**config.mk**
```make
export PLATFORM = sky130hd
export DESIGN_NAME = uart_dec_formatter_flat
export DESIGN_NICKNAME = d
export VERILOG_FILES = /design/src/rtl/tuner_pkg.sv /design/src/rtl/uart_dec_formatter_if.sv /design/src/rtl/bin2bcd_seq.sv /design/src/rtl/uart_dec_formatter.sv /design/src/flat_wrapper.sv
export SDC_FILE = /design/constraint.sdc
export NUM_CORES = 1
export LEC_CHECK = 0
export BUFFER_PORTS_ARGS = -buffer_cell sky130_fd_sc_hd__buf_2
export CORE_MARGIN = 4
export CORE_UTILIZATION = 44
export CTS_CLUSTER_SIZE = 8
export DETAILED_ROUTE_END_ITERATION = 8
export GPL_TIMING_DRIVEN = 1
export PLACE_DENSITY_LB_ADDON = 0.25
export SYNTH_ARGS = -nofsm -noshare
export SYNTH_HDL_FRONTEND = slang
export SYNTH_SLANG_ARGS = --single-unit
```
**constraint.sdc**
```tcl
create_clock -name clk_i -period 4 [get_ports clk_i]
set_input_delay 0.6 -clock clk_i [delete_from_list [all_inputs] [get_ports clk_i]]
set_output_delay 0.6 -clock clk_i [all_outputs]
set_load 0.05 [all_outputs]
```
**src/rtl/tuner_pkg.sv**
```systemverilog
// rtl/tuner_pkg.sv - shared ASCII constants and BCD digit helpers
package tuner_pkg;

   localparam logic [7:0] ASCII_ZERO = 8'h30;
   localparam logic [7:0] ASCII_CR   = 8'h0D;
   localparam logic [7:0] ASCII_LF   = 8'h0A;

   // Position of the most significant nonzero BCD digit; 0 when all digits are zero
   function automatic logic [2:0] msd_index(input logic [19:0] bcd);
      logic [2:0] idx;
      idx = 3'd0;
      for (int i = 0; i < 5; i++) begin
         if (bcd[i*4 +: 4] != 4'd0) idx = 3'(i);
      end
      return idx;
   endfunction

   // ASCII character of BCD digit number idx (0 = units)
   function automatic logic [7:0] digit_char(input logic [19:0] bcd, input logic [2:0] idx);
      logic [3:0] d;
      case (idx)
         3'd0:    d = bcd[3:0];
         3'd1:    d = bcd[7:4];
         3'd2:    d = bcd[11:8];
         3'd3:    d = bcd[15:12];
         3'd4:    d = bcd[19:16];
         default: d = 4'd0;
      endcase
      return ASCII_ZERO + {4'h0, d};
   endfunction

endpackage

```
**src/rtl/uart_dec_formatter_if.sv**
```systemverilog
// rtl/uart_dec_formatter_if.sv - value input and byte output handshakes of the formatter
interface uart_dec_formatter_if;

   logic [15:0] value_i;
   logic        valid_i;
   logic        ready_o;
   logic [7:0]  data_o;
   logic        valid_o;
   logic        ready_i;

   // Producer of values and consumer of bytes (the environment)
   modport master (
      output value_i, valid_i, ready_i,
      input  ready_o, data_o, valid_o
   );

   // The formatter itself
   modport slave (
      input  value_i, valid_i, ready_i,
      output ready_o, data_o, valid_o
   );

endinterface

```
**src/rtl/bin2bcd_seq.sv**
```systemverilog
// rtl/bin2bcd_seq.sv - 16-bit iterative double-dabble, one bit per cycle
module bin2bcd_seq
   import tuner_pkg::*;
(
   input  logic        clk,
   input  logic        rst,
   input  logic        start,
   input  logic [15:0] bin,
   output logic        done,
   output logic [19:0] bcd
);

   logic [15:0] shift;
   logic [19:0] bcd_r;
   logic [19:0] adj;
   logic [4:0]  count;
   logic        busy;

   // Add-3 correction of every nibble that would overflow past 9 on the next shift
   always_comb begin
      adj = bcd_r;
      for (int i = 0; i < 5; i++) begin
         if (bcd_r[i*4 +: 4] >= 4'd5) adj[i*4 +: 4] = bcd_r[i*4 +: 4] + 4'd3;
      end
   end

   // Load on start, then correct-and-shift once per cycle for 16 cycles; result holds afterwards
   always_ff @(posedge clk or posedge rst) begin
      if (rst) begin
         shift <= 16'h0000;
         bcd_r <= 20'h00000;
         count <= 5'd0;
         busy  <= 1'b0;
      end else if (start) begin
         shift <= bin;
         bcd_r <= 20'h00000;
         count <= 5'd16;
         busy  <= 1'b1;
      end else if (busy) begin
         {bcd_r, shift} <= {adj[18:0], shift, 1'b0};
         count          <= count - 5'd1;
         if (count == 5'd1) busy <= 1'b0;
      end
   end

   // done marks the final iteration so the caller sees the finished BCD on the next cycle
   assign done = busy && (count == 5'd1);
   assign bcd  = bcd_r;

endmodule

```
**src/rtl/uart_dec_formatter.sv**
```systemverilog
// rtl/uart_dec_formatter.sv - formats a 16-bit value as decimal ASCII plus line ending
module uart_dec_formatter
   import tuner_pkg::*;
#(
   parameter bit crlf_p = 1'b1
) (
   input logic                 clk_i,
   input logic                 reset_i,
   uart_dec_formatter_if.slave bus
);

   typedef enum logic [2:0] {
      IDLE,
      CONVERT,
      LOAD,
      SEND_DIGIT,
      SEND_CR,
      SEND_LF
   } state_t;

   state_t      state;
   logic [2:0]  idx;
   logic        ready_r;
   logic        valid_r;
   logic [7:0]  data_r;
   logic        accept;
   logic        xfer;
   logic        conv_done;
   logic [19:0] bcd;

   assign accept = (state == IDLE) && ready_r && bus.valid_i;
   assign xfer   = valid_r && bus.ready_i;

   bin2bcd_seq u_conv (
      .clk   (clk_i),
      .rst   (reset_i),
      .start (accept),
      .bin   (bus.value_i),
      .done  (conv_done),
      .bcd   (bcd)
   );

   // Message sequencer; every output is a register updated together with the state
   always_ff @(posedge clk_i or posedge reset_i) begin
      if (reset_i) begin
         state   <= IDLE;
         idx     <= 3'd0;
         ready_r <= 1'b0;
         valid_r <= 1'b0;
         data_r  <= 8'h00;
      end else begin
         case (state)
            IDLE: begin
               valid_r <= 1'b0;
               if (accept) begin
                  ready_r <= 1'b0;
                  state   <= CONVERT;
               end else begin
                  ready_r <= 1'b1;
               end
            end
            CONVERT: begin
               if (conv_done) state <= LOAD;
            end
            LOAD: begin
               idx     <= msd_index(bcd);
               data_r  <= digit_char(bcd, msd_index(bcd));
               valid_r <= 1'b1;
               state   <= SEND_DIGIT;
            end
            SEND_DIGIT: begin
               if (xfer) begin
                  if (idx == 3'd0) begin
                     if (crlf_p) begin
                        data_r <= ASCII_CR;
                        state  <= SEND_CR;
                     end else begin
                        data_r <= ASCII_LF;
                        state  <= SEND_LF;
                     end
                  end else begin
                     idx    <= idx - 3'd1;
                     data_r <= digit_char(bcd, idx - 3'd1);
                  end
               end
            end
            SEND_CR: begin
               if (xfer) begin
                  data_r <= ASCII_LF;
                  state  <= SEND_LF;
               end
            end
            SEND_LF: begin
               if (xfer) begin
                  valid_r <= 1'b0;
                  data_r  <= 8'h00;
                  ready_r <= 1'b1;
                  state   <= IDLE;
               end
            end
            default: begin
               valid_r <= 1'b0;
               ready_r <= 1'b0;
               state   <= IDLE;
            end
         endcase
      end
   end

   assign bus.ready_o = ready_r;
   assign bus.valid_o = valid_r;
   assign bus.data_o  = data_r;

endmodule
```
**src/flat_wrapper.sv**
```systemverilog
// flat-port wrapper written by rule: the top's interface ports become plain ports
module uart_dec_formatter_flat import tuner_pkg::*;
#(
   parameter bit crlf_p = 1'b1
)
  (clk_i, reset_i, bus_value_i, bus_valid_i, bus_ready_i, bus_ready_o, bus_data_o, bus_valid_o);
  uart_dec_formatter_if bus_i ();
  input logic clk_i;
  input logic reset_i;
  input wire logic [$bits(bus_i.value_i)-1:0] bus_value_i;
  input wire logic [$bits(bus_i.valid_i)-1:0] bus_valid_i;
  input wire logic [$bits(bus_i.ready_i)-1:0] bus_ready_i;
  output wire logic [$bits(bus_i.ready_o)-1:0] bus_ready_o;
  output wire logic [$bits(bus_i.data_o)-1:0] bus_data_o;
  output wire logic [$bits(bus_i.valid_o)-1:0] bus_valid_o;
  assign bus_i.value_i = bus_value_i;
  assign bus_i.valid_i = bus_valid_i;
  assign bus_i.ready_i = bus_ready_i;
  assign bus_ready_o = bus_i.ready_o;
  assign bus_data_o = bus_i.data_o;
  assign bus_valid_o = bus_i.valid_o;
  uart_dec_formatter #(.crlf_p(crlf_p)) u_core (.clk_i(clk_i), .reset_i(reset_i), .bus(bus_i));
endmodule
```
==> reports/results.tsv <==
metric	value	unit
clock-sinks	55	
synth.largest_area_cell	dfrtp_1	
status	complete, no violations	
syn_inst	381	
first_global_vias	2553	
synth_xor_xnor_area_share	2.29	%
n_antenna_cell	0	
setup_tns	0	ns
clk_path_buf_depth	2	
dieArea	0.00929	mm^2
p_per_area	857	mW/mm^2
vias	2723	
root_buffer	clkbuf_8	
grtUsageTotal	16.5	%
avgSynthCellArea	9.02	um^2
worst_ir_drop_vdd	256	uV
synth-simple-area-share	16.0	%
drive_gt1_share	11.7	%
synth_ff_type	dfrtp_1	
dp_hpwl	5010	um
final_antenna_net_count	0	
clock_latency	0.31	ns
total_power	0.00316	W
initial_core_util	46.4	%
ys_seq_area_share	40.0	%
ctsHtreeMaxLevel	2	
yosys.area.top_type_share	40.0	%
postCtsSetupRepairBufs	0	
wl_per_cell	14.5	um
antenna_found_initial	0	
via_per_inst	5.55	
synth_edf_count	0	
fmax	0.403	GHz
synth_top_cells_by_count	dfrtp_1, o21ai_0, nand2_1, nor2_1, mux2i_1	
worstMarginPinSlew	1.18	ns
min_period_over_period	62.0	%
synth_compound_area_share	19.3	%
muxShareOfSynthArea	9.21	%
die_w	96.4	um
clk_pin_slew_worst_paths	0.11	ns
cts_tree	done	
reg2regPathDepth	8	
rsz0062_at_grt	false	
ys_ff_latch	55	
drc_errors	0	
wl	7110	um
dieHeight	96.4	um
core	0.00741	mm^2
syn-cell-area	0.00344	mm^2
nets	430	
cp.arrival	2.69	ns
hold_path.class	input pin to async pin	
synth_top_family_by_area	compound AO/OA/AOI/OAI gates	
first_iter_violations	192	
finalSetupViolations	0	
grt_pass1_wl	12200	um
grt_start_max_net_pins	60	
async_reset_ff_share	100	%
first_pass_iters	4	
slew_violations	0	
ys_warn_count	0	
synth.area.top_cells	dfrtp_1, mux2i_1, ha_1	
area_growth	7.13	%
gp_congestion	0.875	
period_minus_slack	2.48	ns
cap_violations	0	
cts-buffers-inserted	5	
yosys.area_share.adder	6.91	%
numPortBuffers	27	
rows	31	
synth.most_common_cell	dfrtp_1	
cp.required	4.21	ns
hold_viol	0	
ioPinCount	30	
cts_resized	0	
path_class	flop to flop	
slew_headroom	21.1	%
worstSetupEndpointType	flop	
cp-start-kind	flop	
clock_skew	0.00589	ns
synth_cell_types	47	
grt_remaining_overflow	0	
cts_hold_buf	0	
leakage	1.72	nW
critPathMaxFanout	10	
==> power breakdown <==
| group | leakage, nW | internal, W | switching, W | total, W |
|---|---|---|---|---|
| Sequential | 0.677 | 0.000814 | 0.000337 | 0.00115 |
| Combinational | 0.999 | 0.000726 | 0.000950 | 0.00168 |
| Clock | 0.0461 | 0.000127 | 0.000201 | 0.000328 |
| Total | 1.72 | 0.00167 | 0.00149 | 0.00316 |
==> cell usage in the layout, fill, tap and decap left out, types with 2 or more instances in the layout <==
master,n
nand3_1,9
conb_1,2
nor3b_1,8
a31oi_1,2
or3b_2,2
nor2b_1,3
a22oi_1,4
o211ai_1,4
a222oi_1,2
nor3_1,4
o22ai_1,2
a211oi_1,9
clkbuf_8,5
buf_4,2
nand2b_1,10
or3b_1,2
a21oi_1,23
buf_2,27
nor2_1,33
a21o_1,3
mux2i_1,29
o21ai_0,45
ha_1,19
nand2_1,34
o32a_1,3
inv_1,19
nand3b_1,3
dfrtp_1,54
xnor2_1,8
==> stage by stage <==
step	util, %	worst slack, ns	std cells	area [um^2]	hold WS, ns
after floorplan	-	1.76	382	3440	0.478
after global placement	48.5	1.62	483	3590	0.492
after detailed placement	48.5	1.56	483	3590	0.498
after CTS	49.7	1.52	491	3680	0.309
after global routing	49.7	1.33	491	3680	0.329
final	49.7	1.52	491	3680	0.290
==> routing by layer <==
metal	vias up	track usage (%)	part of all wire [%]
li1	1354	-	-
met1	1306	23.3	49
met2	58	26.2	45
met3	5	3.25	4.8
met4	0	3.62	0.76
met5	-	0	0
==> final timing paths <==
check | startpoint | endpoint | slack, ns
max | u_core.idx[0] | u_core.bus.data_o[1] | 1.52
min | reset_i | u_core.state[1] | 0.29
max reg2reg | u_core.idx[0] | u_core.bus.data_o[1] | 1.52
min reg2reg | u_core.bus.data_o[0] | u_core.bus.data_o[0] | 0.52
max in group asynchronous | reset_i | u_core.u_conv.bcd[13] | 2.89
min in group clk_i | bus_value_i[0] | u_core.u_conv.shift[0] | 0.48
==> worst max-delay path: stages, from the launching register on <==
cell and delay, ns:
dfrtp_1 0.41, inv_1 0.12, ha_1 0.21, ha_1 0.45
mux2_4 0.33, a22oi_1 0.14, o21ai_0 0.13, a32o_1 0.27
o32a_1 0.31
==> flip-flops by register name (all words and copies together), names as in the netlist <==
name,flops
u_core.u_conv.bcd,20
u_core.u_conv.count,5
u_core.bus.valid_o,1
u_core.bus.ready_o,1
u_core.u_conv.busy,1
u_core.bus.data_o,5
u_core.u_conv.shift,16
u_core.idx,3
u_core.state,3
==> cells by family (layout without fill, tap and decap cells) <==
group,after synthesis,count (layout)
buf+inv,47,57
xor+xnor,9,9
mux,31,31
flops,55,55
other cells,1,2
compound gates,108,108
fa+ha+maj,19,19
simple gates,111,111
==> layout make-up <==
| type | instances | area (um^2) |
|---|---|---|
| inverters | 20 | 75.1 |
| flip-flops and latches | 55 | 1380 |
| fillers | 705 | 3720 |
| multi-input cells | 280 | 1860 |
| clock buffers | 5 | 68.8 |
| well taps | 99 | 124 |
| clock inverters | 3 | 23.8 |
| repair buffers | 29 | 150 |
No activity file was read; power rests on OpenSTA's default activity.
